<file path="src/rtl/window_feeder_if.sv">
// Window-feeder port bundle: pixel stream in, 3x3 window plus enable and status out.
// master = feeder side (drives windows), slave = pixel source / window consumer side.
interface window_feeder_if #(
  parameter int IMG_H = 10,
  parameter int DW    = 8
);
  logic [DW-1:0]            pix_in;
  logic                     pix_en;
  logic                     clear;
  logic [9*DW-1:0]          win_out;
  logic                     win_en;
  logic [$clog2(IMG_H)-1:0] row_cnt;
  logic                     frame_done;

  modport master (
    input  pix_in, pix_en, clear,
    output win_out, win_en, row_cnt, frame_done
  );

  modport slave (
    output pix_in, pix_en, clear,
    input  win_out, win_en, row_cnt, frame_done
  );
endinterface

</file>
<file path="src/rtl/window_feeder.sv">
// Forms stride-1 3x3 "valid" windows from a raster pixel stream via two line buffers; window valid 1 cycle after its last pixel.
// No backpressure: every accepted pixel (pix_en && !clear) is consumed, idle cycles hold state.
module window_feeder #(
  parameter int IMG_W = 10,
  parameter int IMG_H = 10,
  parameter int DW    = 8
) (
  input  logic           clk,
  input  logic           reset,
  window_feeder_if.master bus
);

  localparam int CW = $clog2(IMG_W);
  localparam int RW = $clog2(IMG_H);
  localparam int WW = 9 * DW;

  logic [CW-1:0] col_q, col_d;
  logic [RW-1:0] row_q, row_d;
  logic [WW-1:0] win_q, win_d;
  logic          win_en_q, win_en_d;
  logic          frame_done_q, frame_done_d;

  // A holds row r-1, B holds row r-2, both indexed by column.
  logic [DW-1:0] line_a_q [IMG_W];
  logic [DW-1:0] line_a_d [IMG_W];
  logic [DW-1:0] line_b_q [IMG_W];
  logic [DW-1:0] line_b_d [IMG_W];

  logic          accept;
  logic          last_col;
  logic          last_row;
  logic [DW-1:0] a_rd;
  logic [DW-1:0] b_rd;

  always_comb begin
    accept       = bus.pix_en && !bus.clear;
    last_col     = (col_q == CW'(IMG_W - 1));
    last_row     = (row_q == RW'(IMG_H - 1));
    a_rd         = line_a_q[col_q];
    b_rd         = line_b_q[col_q];

    col_d        = col_q;
    row_d        = row_q;
    win_d        = win_q;
    win_en_d     = 1'b0;
    frame_done_d = 1'b0;
    line_a_d     = line_a_q;
    line_b_d     = line_b_q;

    if (bus.clear) begin
      col_d = '0;
      row_d = '0;
      win_d = '0;
    end else if (accept) begin
      line_b_d[col_q] = a_rd;
      line_a_d[col_q] = bus.pix_in;

      // Each row drops its left pixel; the new right column is {B, A, pixel}.
      win_d = {win_q[8*DW-1 -: 2*DW], b_rd,
               win_q[5*DW-1 -: 2*DW], a_rd,
               win_q[2*DW-1 : 0],     bus.pix_in};

      win_en_d     = (row_q >= RW'(2)) && (col_q >= CW'(2));
      frame_done_d = last_row && last_col;

      if (last_col) begin
        col_d = '0;
        row_d = last_row ? '0 : row_q + RW'(1);
      end else begin
        col_d = col_q + CW'(1);
      end
    end
  end

  always_ff @(posedge clk or posedge reset) begin
    if (reset) begin
      col_q        <= '0;
      row_q        <= '0;
      win_q        <= '0;
      win_en_q     <= 1'b0;
      frame_done_q <= 1'b0;
    end else begin
      col_q        <= col_d;
      row_q        <= row_d;
      win_q        <= win_d;
      win_en_q     <= win_en_d;
      frame_done_q <= frame_done_d;
    end
  end

  // Line buffers are refilled by the first two rows after any restart, so they need no reset.
  always_ff @(posedge clk) begin
    line_a_q <= line_a_d;
    line_b_q <= line_b_d;
  end

  assign bus.win_out    = win_q;
  assign bus.win_en     = win_en_q;
  assign bus.row_cnt    = row_q;
  assign bus.frame_done = frame_done_q;

endmodule

</file>
<file path="src/flat_wrapper.sv">
// flat-port wrapper written by rule: the top's interface ports become plain ports
module window_feeder_flat 
#(
  parameter int IMG_W = 10,
  parameter int IMG_H = 10,
  parameter int DW    = 8
)
  (clk, reset, bus_pix_in, bus_pix_en, bus_clear, bus_win_out, bus_win_en, bus_row_cnt, bus_frame_done);
  window_feeder_if #(.IMG_H(IMG_H), .DW(DW)) bus_i ();
  input  logic clk;
  input  logic reset;
  input wire logic [$bits(bus_i.pix_in)-1:0] bus_pix_in;
  input wire logic [$bits(bus_i.pix_en)-1:0] bus_pix_en;
  input wire logic [$bits(bus_i.clear)-1:0] bus_clear;
  output wire logic [$bits(bus_i.win_out)-1:0] bus_win_out;
  output wire logic [$bits(bus_i.win_en)-1:0] bus_win_en;
  output wire logic [$bits(bus_i.row_cnt)-1:0] bus_row_cnt;
  output wire logic [$bits(bus_i.frame_done)-1:0] bus_frame_done;
  assign bus_i.pix_in = bus_pix_in;
  assign bus_i.pix_en = bus_pix_en;
  assign bus_i.clear = bus_clear;
  assign bus_win_out = bus_i.win_out;
  assign bus_win_en = bus_i.win_en;
  assign bus_row_cnt = bus_i.row_cnt;
  assign bus_frame_done = bus_i.frame_done;
  window_feeder #(.IMG_W(IMG_W), .IMG_H(IMG_H), .DW(DW)) u_core (.clk(clk), .reset(reset), .bus(bus_i));
endmodule
</file>
<file path="config.mk">
export PLATFORM = sky130hd
export DESIGN_NAME = window_feeder_flat
export DESIGN_NICKNAME = d
export VERILOG_FILES = /design/src/rtl/window_feeder_if.sv /design/src/rtl/window_feeder.sv /design/src/flat_wrapper.sv
export SDC_FILE = /design/constraint.sdc
export NUM_CORES = 1
export LEC_CHECK = 0
export BUFFER_PORTS_ARGS = -buffer_cell sky130_fd_sc_hd__buf_2
export CAP_MARGIN = 20
export CORE_MARGIN = 2
export CORE_UTILIZATION = 38
export DETAILED_ROUTE_END_ITERATION = 8
export PLACE_DENSITY = 0.54
export SETUP_SLACK_MARGIN = 0.1
export SYNTH_ARGS = -nofsm -noshare
export SYNTH_HDL_FRONTEND = slang
export SYNTH_SLANG_ARGS = --single-unit
</file>
<file path="constraint.sdc">
create_clock -name clk -period 3.8 [get_ports clk]
set_input_delay 0.57 -clock clk [delete_from_list [all_inputs] [get_ports clk]]
set_output_delay 0.57 -clock clk [all_outputs]
set_load 0.05 [all_outputs]
</file>
==> flow_metrics.env, run 1 <==
export IMPL_timing_critical_path_mode_cell="buf_4"
export IMPL_grt_first_pass_wirelength_um=34600
export IMPL_synth_compound_gate_area_share_pct=5.62
export IMPL_maxSlewHeadroom_pct=40.4
export IMPL_floorplan_die_area_sq_um=26900
export IMPL_antenna_fix_cells=0
export IMPL_pwr_share_seq_pct=51.8
export IMPL_placedInstanceArea_sq_um=10600
export IMPL_timing_critical_path_slowest_stage_cell="o21ai_1"
export IMPL_cp_slowest_stage_delay_ns=0.67
export IMPL_worst_setup_hold_path_clk_slew_ns=0.06
export IMPL_postSynth_topFlopCell="edfxtp_1"
export IMPL_wl_um=22500
export IMPL_timing_fmax_mhz=358
export IMPL_gr_total_overflow=0
export IMPL_finalSetupTns_ns=0
export IMPL_wl_per_cell_um=20.9
export IMPL_final_cell_mix="edfxtp_1, buf_2, mux2i_1"
export IMPL_syn2layout_area_growth_pct=17.0
export IMPL_numPortBuffers=89
export IMPL_syn_cell_area_sq_um=9730
export IMPL_yosys_area_share_simple_pct=6.23
export IMPL_layout_min_cycle_time_ns=2.80
export IMPL_timing_final_ws_setup_ns=1.00
export IMPL_h_tree_depth=1
export IMPL_rows=58
export IMPL_drc=0
export IMPL_floorplan_initialDensity_pct=38.6
export IMPL_global_route_usage_total_pct=17.1
export IMPL_cts_tree="done"
export IMPL_final_layout_size_suffix_gt1_share_pct=27.7
export IMPL_die_height_um=164
export IMPL_layout_worst_path_cycle_share_pct=73.6
export IMPL_grt_antenna_before_repair=0
export IMPL_synthesized_area_fraction_occupied_by_adder_cells_pct=0
export IMPL_core_area_sq_um=25200
export IMPL_powerDensity_nw_per_um2=501
export IMPL_critical_path_arrival_ns=2.99
export IMPL_timing_critical_path_fanout_max=23
export IMPL_report_final_setup_viol=0
export IMPL_timing_max_cap_violations=0
export IMPL_power_frac_comb_pct=9.2
export IMPL_synthesis_instances=623
export IMPL_first_global_vias=5737
export IMPL_yosysTopAreaCell="edfxtp_1"
export IMPL_critical_path_buf_inv_count=2
export IMPL_critical_path_class="reg2reg"
export IMPL_gp_routability_congestion=0.784
export IMPL_rsz0062_at_grt="false"
export IMPL_first_iter_violations=566
export IMPL_outcome="finished, final reports clean"
export IMPL_synth_xor_xnor_area_share_pct=0.180
export IMPL_hold_worst_slack_ns=0.0433
export IMPL_timing_critical_path_cells="buf_4, buf_4, and2_1, a221o_1, o21ai_1"
export IMPL_clock_skew_ns=0.0128
export IMPL_ant_nets=0
export IMPL_cts_path_max_buffers=3
export IMPL_hpwlAfterDp_um=14700
export IMPL_synthesized_flop_and_latch_total=242
export IMPL_synth_top_family_by_area="multiplexers"
export IMPL_stdcell_area_sq_um=11400
export IMPL_hold_viol_final=0
export IMPL_post_cts_buffers=0
export IMPL_syn_num_nets=635
export IMPL_numClockSinks=242
export IMPL_place_ws_ns=0.933
export IMPL_leakage_nw=4.49
export IMPL_crit_path_launch_type="register"
export IMPL_synth_top_cells_by_area="edfxtp_1, dfrtp_1, mux2i_1"
export IMPL_p_sw_mw=1.36
export IMPL_cp_top_family="compound AO/OA/AOI/OAI gates"
export IMPL_tightest_slew_ns=0.895
export IMPL_yosysTopAreaCellShare_pct=49.4
export IMPL_vias_post_dr=5637
export IMPL_power_mw=5.70
export IMPL_io_pins=90
export IMPL_peakVddDrop_v=0.000367
export IMPL_design_final_nets=740
export IMPL_synth_async_reset_ratio_pct=33.9
export IMPL_vias_per_cell=5.25
export IMPL_critical_path_required_ns=4.00
export IMPL_yosys_mux_area_fraction_pct=15.0
export IMPL_cts_inserted_buffers=25
export IMPL_timing_max_transition_violations_final=0
export IMPL_pin_count_of_the_biggest_net_entering_global_routing=78
export IMPL_synthDistinctLibCells=44
export IMPL_root_buffer_master="clkbuf_16"
export IMPL_synth_warnings=0
export IMPL_share_clk_of_total_power_pct=39.0
export IMPL_layout_cells_most_common="edfxtp_1"
export IMPL_avgSynthCellArea_sq_um=15.6
export IMPL_internal_power_mw=4.34
export IMPL_cts_resized=0
export IMPL_synth_edff_count=160
export IMPL_fillerInstances=2190
export IMPL_clk_latency_ns=0.52
export IMPL_yosysSeqAreaShare_pct=70.5
export IMPL_post_cts_hold_buffer_count=0
export IMPL_firstDrtPassIters=5
export IMPL_hold_class="in2async"
export IMPL_worstSetupEndpointType="register"
export IMPL_power_switching_share_pct=23.8
export IMPL_die_width_um=164
logic make-up after synthesis:
group | after synthesis
AO/OA/AOI/OAI | 80
XOR/XNOR | 2
buffers and inverters | 44
flip-flops | 242
multiplexers | 129
AND/OR/NAND/NOR | 126
flip-flops by register name, indices dropped and copies added, names as in the netlist:
name and flops:
u_core.bus.win_en 1, u_core.line_b_q 80, u_core.line_a_q 80, u_core.bus.win_out 72
u_core.bus.row_cnt 4, u_core.bus.frame_done 1, u_core.col_q 4
power groups by stage:
stage          combinational [mW]  sequential (mW)  clock, mW
5_1_grt                     0.561             2.96       2.39
3_5_place_dp                0.517             3.02          0
6_report                    0.522             2.95       2.23
3_3_place_gp                0.506             3.01          0
2_1_floorplan               0.265             3.10          0
4_1_cts                     0.517             2.96       2.28
area by class of cell:
cell class / count / area, sq um / share of cell area (%)
clock buffers: 36 / 711 / 6.25
clock inverters: 7 / 32.5 / 0.286
inverters: 3 / 12.5 / 0.110
multi-input cells: 337 / 2660 / 23.4
flip-flops and latches: 242 / 6860 / 60.3
well taps: 330 / 413 / 3.63
repair buffers: 119 / 689 / 6.06
synth_stat cells (3+ instances only):
cell type and number:
a31oi_1 10, a22o_1 7, buf_4 4, clkbuf_1 12, mux2i_1 87, inv_1 3
nor3_1 7, nor3b_1 8, nand2b_1 4, a221o_1 8, buf_1 4, o21ai_1 25
dfrtp_1 82, edfxtp_1 160, a32oi_1 8, buf_2 17, mux4_2 10, nor2_1 73
a21oi_1 3, nand2_1 13, o22ai_1 7, nor2b_1 6, mux2_2 31, o31ai_1 8
worst paths after layout:
check                      slack [ns]                            endpoint  depth (start not counted)                                from
min in group clk                 0.43       u_core.line_a_q[39]$_DFFE_PP_                          1                       bus_pix_in[7]
max in group asynchronous        2.91  u_core.bus.win_out[54]$_DFFE_PP0P_                          3                               reset
setup / recovery                 1.00       u_core.line_b_q[43]$_DFFE_PP_                          5         u_core.col_q[0]$_DFFE_PP0P_
hold reg to reg                  0.52  u_core.bus.win_out[41]$_DFFE_PP0P_                          2  u_core.bus.win_out[41]$_DFFE_PP0P_
hold / removal                   0.04   u_core.bus.win_out[5]$_DFFE_PP0P_                          2                               reset
setup reg to reg                 1.00       u_core.line_b_q[43]$_DFFE_PP_                          5         u_core.col_q[0]$_DFFE_PP0P_
layer usage:
layer | track usage (%) | wire (um) | up-vias
li1 | - | - | 2569
met1 | 23.9 | 10400 | 2893
met2 | 28.0 | 10500 | 131
met3 | 1.99 | 924 | 44
met4 | 5.34 | 565 | 0
met5 | 0 | 0 | -
metrics by stage:
step,instances,utilization [%]
detailed placement,1030,42.1
global route,1074,45.2
CTS,1073,45.1
finish,1074,45.2
global placement,1029,42.1
floorplan,623,-
Note: power is estimated with default switching activity, not from simulation.
==> inputs of run 2 (changes only) <==
==> constraint.sdc (replaced) <==
create_clock -name clk -period 2.9 [get_ports clk]
set_input_delay 0.435 -clock clk [delete_from_list [all_inputs] [get_ports clk]]
set_output_delay 0.435 -clock clk [all_outputs]
set_load 0.05 [all_outputs]
==> run 2 against run 1 <==
- cell area rose by 1.9%
- final cell count grew 0.84%
- worst setup slack got worse by 0.58 ns
- global-route usage rose by 0.079 points
- flip-flop and latch count did not move
- sequential power increased by 31%
- non-clock buffer count increased by 7
- clock skew up 0.0015 ns
- first-iteration DRC count decreased by 13%
- critical path depth is 2 lower
- worst hold slack got worse by 0.020 ns
- die area unchanged
- critical path type unchanged
- largest power group unchanged
==> flow_metrics.env, run 2 (synthesis results as in run 1) <==
export IMPL_outcome="finished, final reports clean"
export IMPL_hpwlAfterDp_um=14900
export IMPL_critical_path_class="reg2reg"
export IMPL_timing_max_cap_violations=0
export IMPL_place_ws_ns=0.386
export IMPL_finalSetupTns_ns=0
export IMPL_die_width_um=164
export IMPL_root_buffer_master="clkbuf_16"
export IMPL_worstSetupEndpointType="register"
export IMPL_global_route_usage_total_pct=17.1
export IMPL_critical_path_reg2reg_startpoint="u_core.col_q[1]$_DFFE_PP0P_"
export IMPL_antenna_fix_cells=0
export IMPL_cts_inserted_buffers=25
export IMPL_powerDensity_nw_per_um2=685
export IMPL_floorplan_die_area_sq_um=26900
export IMPL_worst_setup_hold_path_clk_slew_ns=0.06
export IMPL_numPlacedInstances=1038
export IMPL_cts_resized=0
export IMPL_timing_max_transition_violations_final=0
export IMPL_hold_worst_slack_ns=0.0233
export IMPL_post_cts_hold_buffer_count=0
export IMPL_floorplan_initialDensity_pct=38.6
export IMPL_timing_final_ws_setup_ns=0.428
export IMPL_report_final_setup_viol=0
export IMPL_layout_worst_path_cycle_share_pct=85.2
export IMPL_crit_path_launch_type="register"
export IMPL_timing_critical_path_cells="mux2i_1, a221o_1, o21ai_1"
export IMPL_first_iter_violations=490
export IMPL_fillerInstances=2195
export IMPL_cp_slowest_stage_delay_ns=0.92
export IMPL_rows=58
export IMPL_drc=0
export IMPL_gr_total_overflow=0
export IMPL_h_tree_depth=1
export IMPL_critical_path_arrival_ns=2.67
export IMPL_critical_path_required_ns=3.10
export IMPL_numClockSinks=242
export IMPL_tightest_slew_ns=0.867
export IMPL_power_mw=7.94
export IMPL_io_pins=90
export IMPL_timing_critical_path_slowest_stage_cell="dfrtp_2"
export IMPL_leakage_nw=4.59
export IMPL_final_layout_size_suffix_gt1_share_pct=28.7
export IMPL_timing_critical_path_fanout_max=29
export IMPL_clock_skew_ns=0.0143
export IMPL_rsz0062_at_grt="false"
export IMPL_grt_first_pass_wirelength_um=34800
export IMPL_layout_cells_most_common="edfxtp_1"
export IMPL_finalNonFillerCells=1083
export IMPL_hold_class="in2async"
export IMPL_wl_um=22600
export IMPL_gp_routability_congestion=0.755
export IMPL_grt_antenna_before_repair=0
export IMPL_post_cts_buffers=0
export IMPL_numPortBuffers=89
export IMPL_firstDrtPassIters=4
export IMPL_vias_post_dr=5602
export IMPL_first_global_vias=5728
export IMPL_cts_tree="done"
export IMPL_final_cell_mix="edfxtp_1, buf_2, mux2i_1"
export IMPL_worst_setup_path_startpoint="u_core.col_q[1]$_DFFE_PP0P_"
export IMPL_wl_per_cell_um=20.8
export IMPL_vias_per_cell=5.17
export IMPL_syn2layout_area_growth_pct=19.2
export IMPL_maxSlewHeadroom_pct=42.2
export IMPL_layout_min_cycle_time_ns=2.47
export IMPL_peakVddDrop_v=0.000419
export IMPL_pin_count_of_the_biggest_net_entering_global_routing=77
export IMPL_ant_nets=0
export IMPL_cts_path_max_buffers=3
export IMPL_die_height_um=164
export IMPL_timing_fmax_mhz=405
export IMPL_hold_viol_final=0
export IMPL_design_final_nets=747
export IMPL_clk_latency_ns=0.52
export IMPL_core_area_sq_um=25200
## run 2: changes by cell type in the layout (fill, tap and decap cells not counted), moves of 2 or more
| cell | before | now |
|---|---|---|
| clkbuf_8 | 4 | 1 |
| clkinv_1 | 2 | 5 |
| bufinv_16 | 0 | 6 |
| clkbuf_1 | 6 | 2 |
| buf_4 | 29 | 35 |
| buf_12 | 1 | 3 |
## run 2: area by class of cell
cell class / instances / area [sq um] / area share, %
flip-flops and latches: 242 / 6860 / 59.2
repair buffers: 126 / 763 / 6.58
well taps: 330 / 413 / 3.56
inverters: 3 / 12.5 / 0.108
clock buffers: 28 / 647 / 5.58
multi-input cells: 337 / 2670 / 23.0
clock inverters: 17 / 229 / 1.98
## run 2: per-layer routing
layer / wire, um / part of all wire (%) / GRT usage, %
met1: 9570 / 42 / 23.3
met2: 11100 / 49 / 28.9
met3: 1610 / 7.1 / 3.03
met4: 282 / 1.2 / 3.87
met5: 0 / 0 / 0
## run 2: worst paths after layout
path,slack (ns),cells after the start,endpoint
max in group asynchronous,2.21,3,u_core.bus.win_out[60]$_DFFE_PP0P_
worst max-delay path,0.43,3,u_core.line_b_q[15]$_DFFE_PP_
worst min-delay path,0.02,2,u_core.bus.win_out[8]$_DFFE_PP0P_
min in group clk,0.26,1,u_core.line_a_q[79]$_DFFE_PP_
worst max register to register,0.43,3,u_core.line_b_q[15]$_DFFE_PP_
worst min register to register,0.52,2,u_core.bus.win_out[65]$_DFFE_PP0P_
## run 2: metrics by stage
| stage | cell area (sq um) | util, % |
|---|---|---|
| global route | 11600 | 46.0 |
| detailed placement | 10700 | 42.6 |
| floorplan | 9730 | - |
| CTS | 11600 | 46.0 |
| finish | 11600 | 46.0 |
| global placement | 10700 | 42.6 |
## run 2: power by group
part | internal [mW] | switching, mW | total [mW]
logic | 0.210 | 0.477 | 0.687
registers | 3.80 | 0.0717 | 3.87
clock network | 2.13 | 1.26 | 3.38
## run 2: critical path: cells and delay by family (launching register included)
kind	cells	cell delay, ns
AOI/OAI and AO/OA	2	1.04
DFF	1	0.92
muxes	1	0.16
==> inputs of run 3 (changes only) <==
==> constraint.sdc (replaced) <==
create_clock -name clk -period 3.2 [get_ports clk]
set_input_delay 0.48 -clock clk [delete_from_list [all_inputs] [get_ports clk]]
set_output_delay 0.48 -clock clk [all_outputs]
set_load 0.05 [all_outputs]
==> run 3 against run 2 <==
- power fell by 11%
- largest cell class unchanged
- highest routed layer unchanged
- critical endpoint is now u_core.bus.win_out[52]$_DFFE_PP0P_
- clock-buffer cell count up 7
- clock power decreased by 13%
==> flow_metrics.env, run 3 (synthesis results as in run 1) <==
export IMPL_numPortBuffers=89
export IMPL_powerDensity_nw_per_um2=615
export IMPL_hold_class="in2async"
export IMPL_ant_nets=0
export IMPL_maxSlewHeadroom_pct=35.0
export IMPL_critical_path_required_ns=3.58
export IMPL_outcome="finished, final reports clean"
export IMPL_setup_slack_reg_to_reg_ns=0.82
export IMPL_die_height_um=164
export IMPL_vias_per_cell=5.18
export IMPL_h_tree_depth=1
export IMPL_critical_path_arrival_ns=2.76
export IMPL_floorplan_initialDensity_pct=38.6
export IMPL_wl_per_cell_um=20.0
export IMPL_floorplan_die_area_sq_um=26900
export IMPL_cp_slowest_stage_delay_ns=1.01
export IMPL_final_cell_mix="edfxtp_1, buf_2, mux2i_1"
export IMPL_finalSetupTns_ns=0
export IMPL_vias_post_dr=5615
export IMPL_root_buffer_master="clkbuf_16"
export IMPL_worstSetupEndpointType="register"
export IMPL_report_final_setup_viol=0
export IMPL_cts_path_max_buffers=3
export IMPL_timing_max_cap_violations=0
export IMPL_post_cts_buffers=0
export IMPL_critical_path_class="reg2reg"
export IMPL_clk_latency_ns=0.51
export IMPL_syn2layout_area_growth_pct=18.6
export IMPL_design_final_nets=747
export IMPL_worst_setup_hold_path_clk_slew_ns=0.06
export IMPL_pin_count_of_the_biggest_net_entering_global_routing=78
export IMPL_gp_routability_congestion=0.807
export IMPL_clock_skew_ns=0.0149
export IMPL_timing_max_transition_violations_final=0
export IMPL_first_iter_violations=447
export IMPL_hold_viol_final=0
export IMPL_timing_critical_path_fanout_max=36
export IMPL_core_area_sq_um=25200
export IMPL_layout_worst_path_cycle_share_pct=74.3
export IMPL_layout_cells_most_common="edfxtp_1"
export IMPL_maxUsedRoutingLayer="met4"
export IMPL_hpwlAfterDp_um=14500
export IMPL_timing_fmax_mhz=421
export IMPL_post_cts_hold_buffer_count=0
export IMPL_timing_critical_path_slowest_stage_cell="dfrtp_2"
export IMPL_tightest_slew_ns=0.975
export IMPL_final_layout_size_suffix_gt1_share_pct=28.3
export IMPL_cts_inserted_buffers=25
export IMPL_layout_min_cycle_time_ns=2.38
export IMPL_cts_resized=0
export IMPL_io_pins=90
export IMPL_rsz0062_at_grt="false"
export IMPL_met2_length_um=10100
export IMPL_first_global_vias=5723
export IMPL_drc=0
export IMPL_firstDrtPassIters=5
export IMPL_wl_um=21600
export IMPL_gr_total_overflow=0
export IMPL_timing_critical_path_cells="buf_4, mux4_2, mux2i_1, o21ai_1"
export IMPL_global_route_usage_total_pct=16.3
export IMPL_numClockSinks=242
export IMPL_peakVddDrop_v=0.000351
export IMPL_crit_path_launch_type="register"
export IMPL_antenna_fix_cells=0
export IMPL_dr_wl_met3_um=1050
export IMPL_rows=58
export IMPL_hold_worst_slack_ns=0.0996
export IMPL_grt_first_pass_wirelength_um=33700
export IMPL_grt_antenna_before_repair=0
export IMPL_cts_tree="done"
export IMPL_leakage_nw=4.56
export IMPL_wire_length_the_detailed_router_placed_on_met1_um=10100
export IMPL_cp_top_family="flip-flops"
export IMPL_critical_path_buf_inv_count=1
export IMPL_die_width_um=164
-- run 3: cell count changes in the layout (fill, tap and decap cells not counted), sizes merged --
| cell | change |
|---|---|
| bufinv | -2 |
| clkinv | -6 |
| clkinvlp | +1 |
| clkbuf | +7 |
-- run 3: layer usage --
layer	GRT usage, %	up-vias
met5	0	-
met4	3.71	0
met3	2.37	27
met2	26.6	170
met1	23.3	2839
li1	-	2579
-- run 3: area by class of cell --
type | instances | area, sq um
fillers | 2202 | 13600
clock inverters | 10 | 150
clock buffers | 35 | 683
multi-input cells | 337 | 2660
well taps | 330 | 413
inverters | 3 | 12.5
repair buffers | 126 | 758
flip-flops and latches | 242 | 6860
-- run 3: path summary, 6_finish.rpt --
path,startpoint,to,depth (start not counted)
max,u_core.col_q[1]$_DFFE_PP0P_,u_core.bus.win_out[52]$_DFFE_PP0P_,4
min in group clk,bus_pix_in[4],u_core.line_a_q[36]$_DFFE_PP_,1
max reg2reg,u_core.col_q[1]$_DFFE_PP0P_,u_core.bus.win_out[52]$_DFFE_PP0P_,4
max in group asynchronous,reset,u_core.col_q[1]$_DFFE_PP0P_,3
min reg2reg,u_core.bus.win_out[45]$_DFFE_PP0P_,u_core.bus.win_out[45]$_DFFE_PP0P_,2
min,reset,u_core.bus.win_out[17]$_DFFE_PP0P_,2
-- run 3: stage by stage --
| stage | total power, mW | instance area, sq um | std cells | setup slack [ns] | util (%) |
|---|---|---|---|---|---|
| 6_report | 7.09 | 11500 | 1083 | 0.824 | 45.8 |
| 5_1_grt | 7.35 | 11500 | 1083 | 0.652 | 45.8 |
| 4_1_cts | 7.16 | 11500 | 1082 | 0.797 | 45.7 |
| 3_5_place_dp | 4.23 | 10700 | 1037 | 0.798 | 42.4 |
| 3_3_place_gp | 4.21 | 10700 | 1037 | 0.849 | 42.4 |
| 2_1_floorplan | 4.00 | 9730 | 623 | 0.166 | - |
-- run 3: power by group --
| part | leakage (nW) | switching [mW] | internal (mW) |
|---|---|---|---|
| Sequential | 2.56 | 0.0670 | 3.44 |
| Combinational | 1.60 | 0.444 | 0.204 |
| Clock | 0.400 | 1.13 | 1.80 |
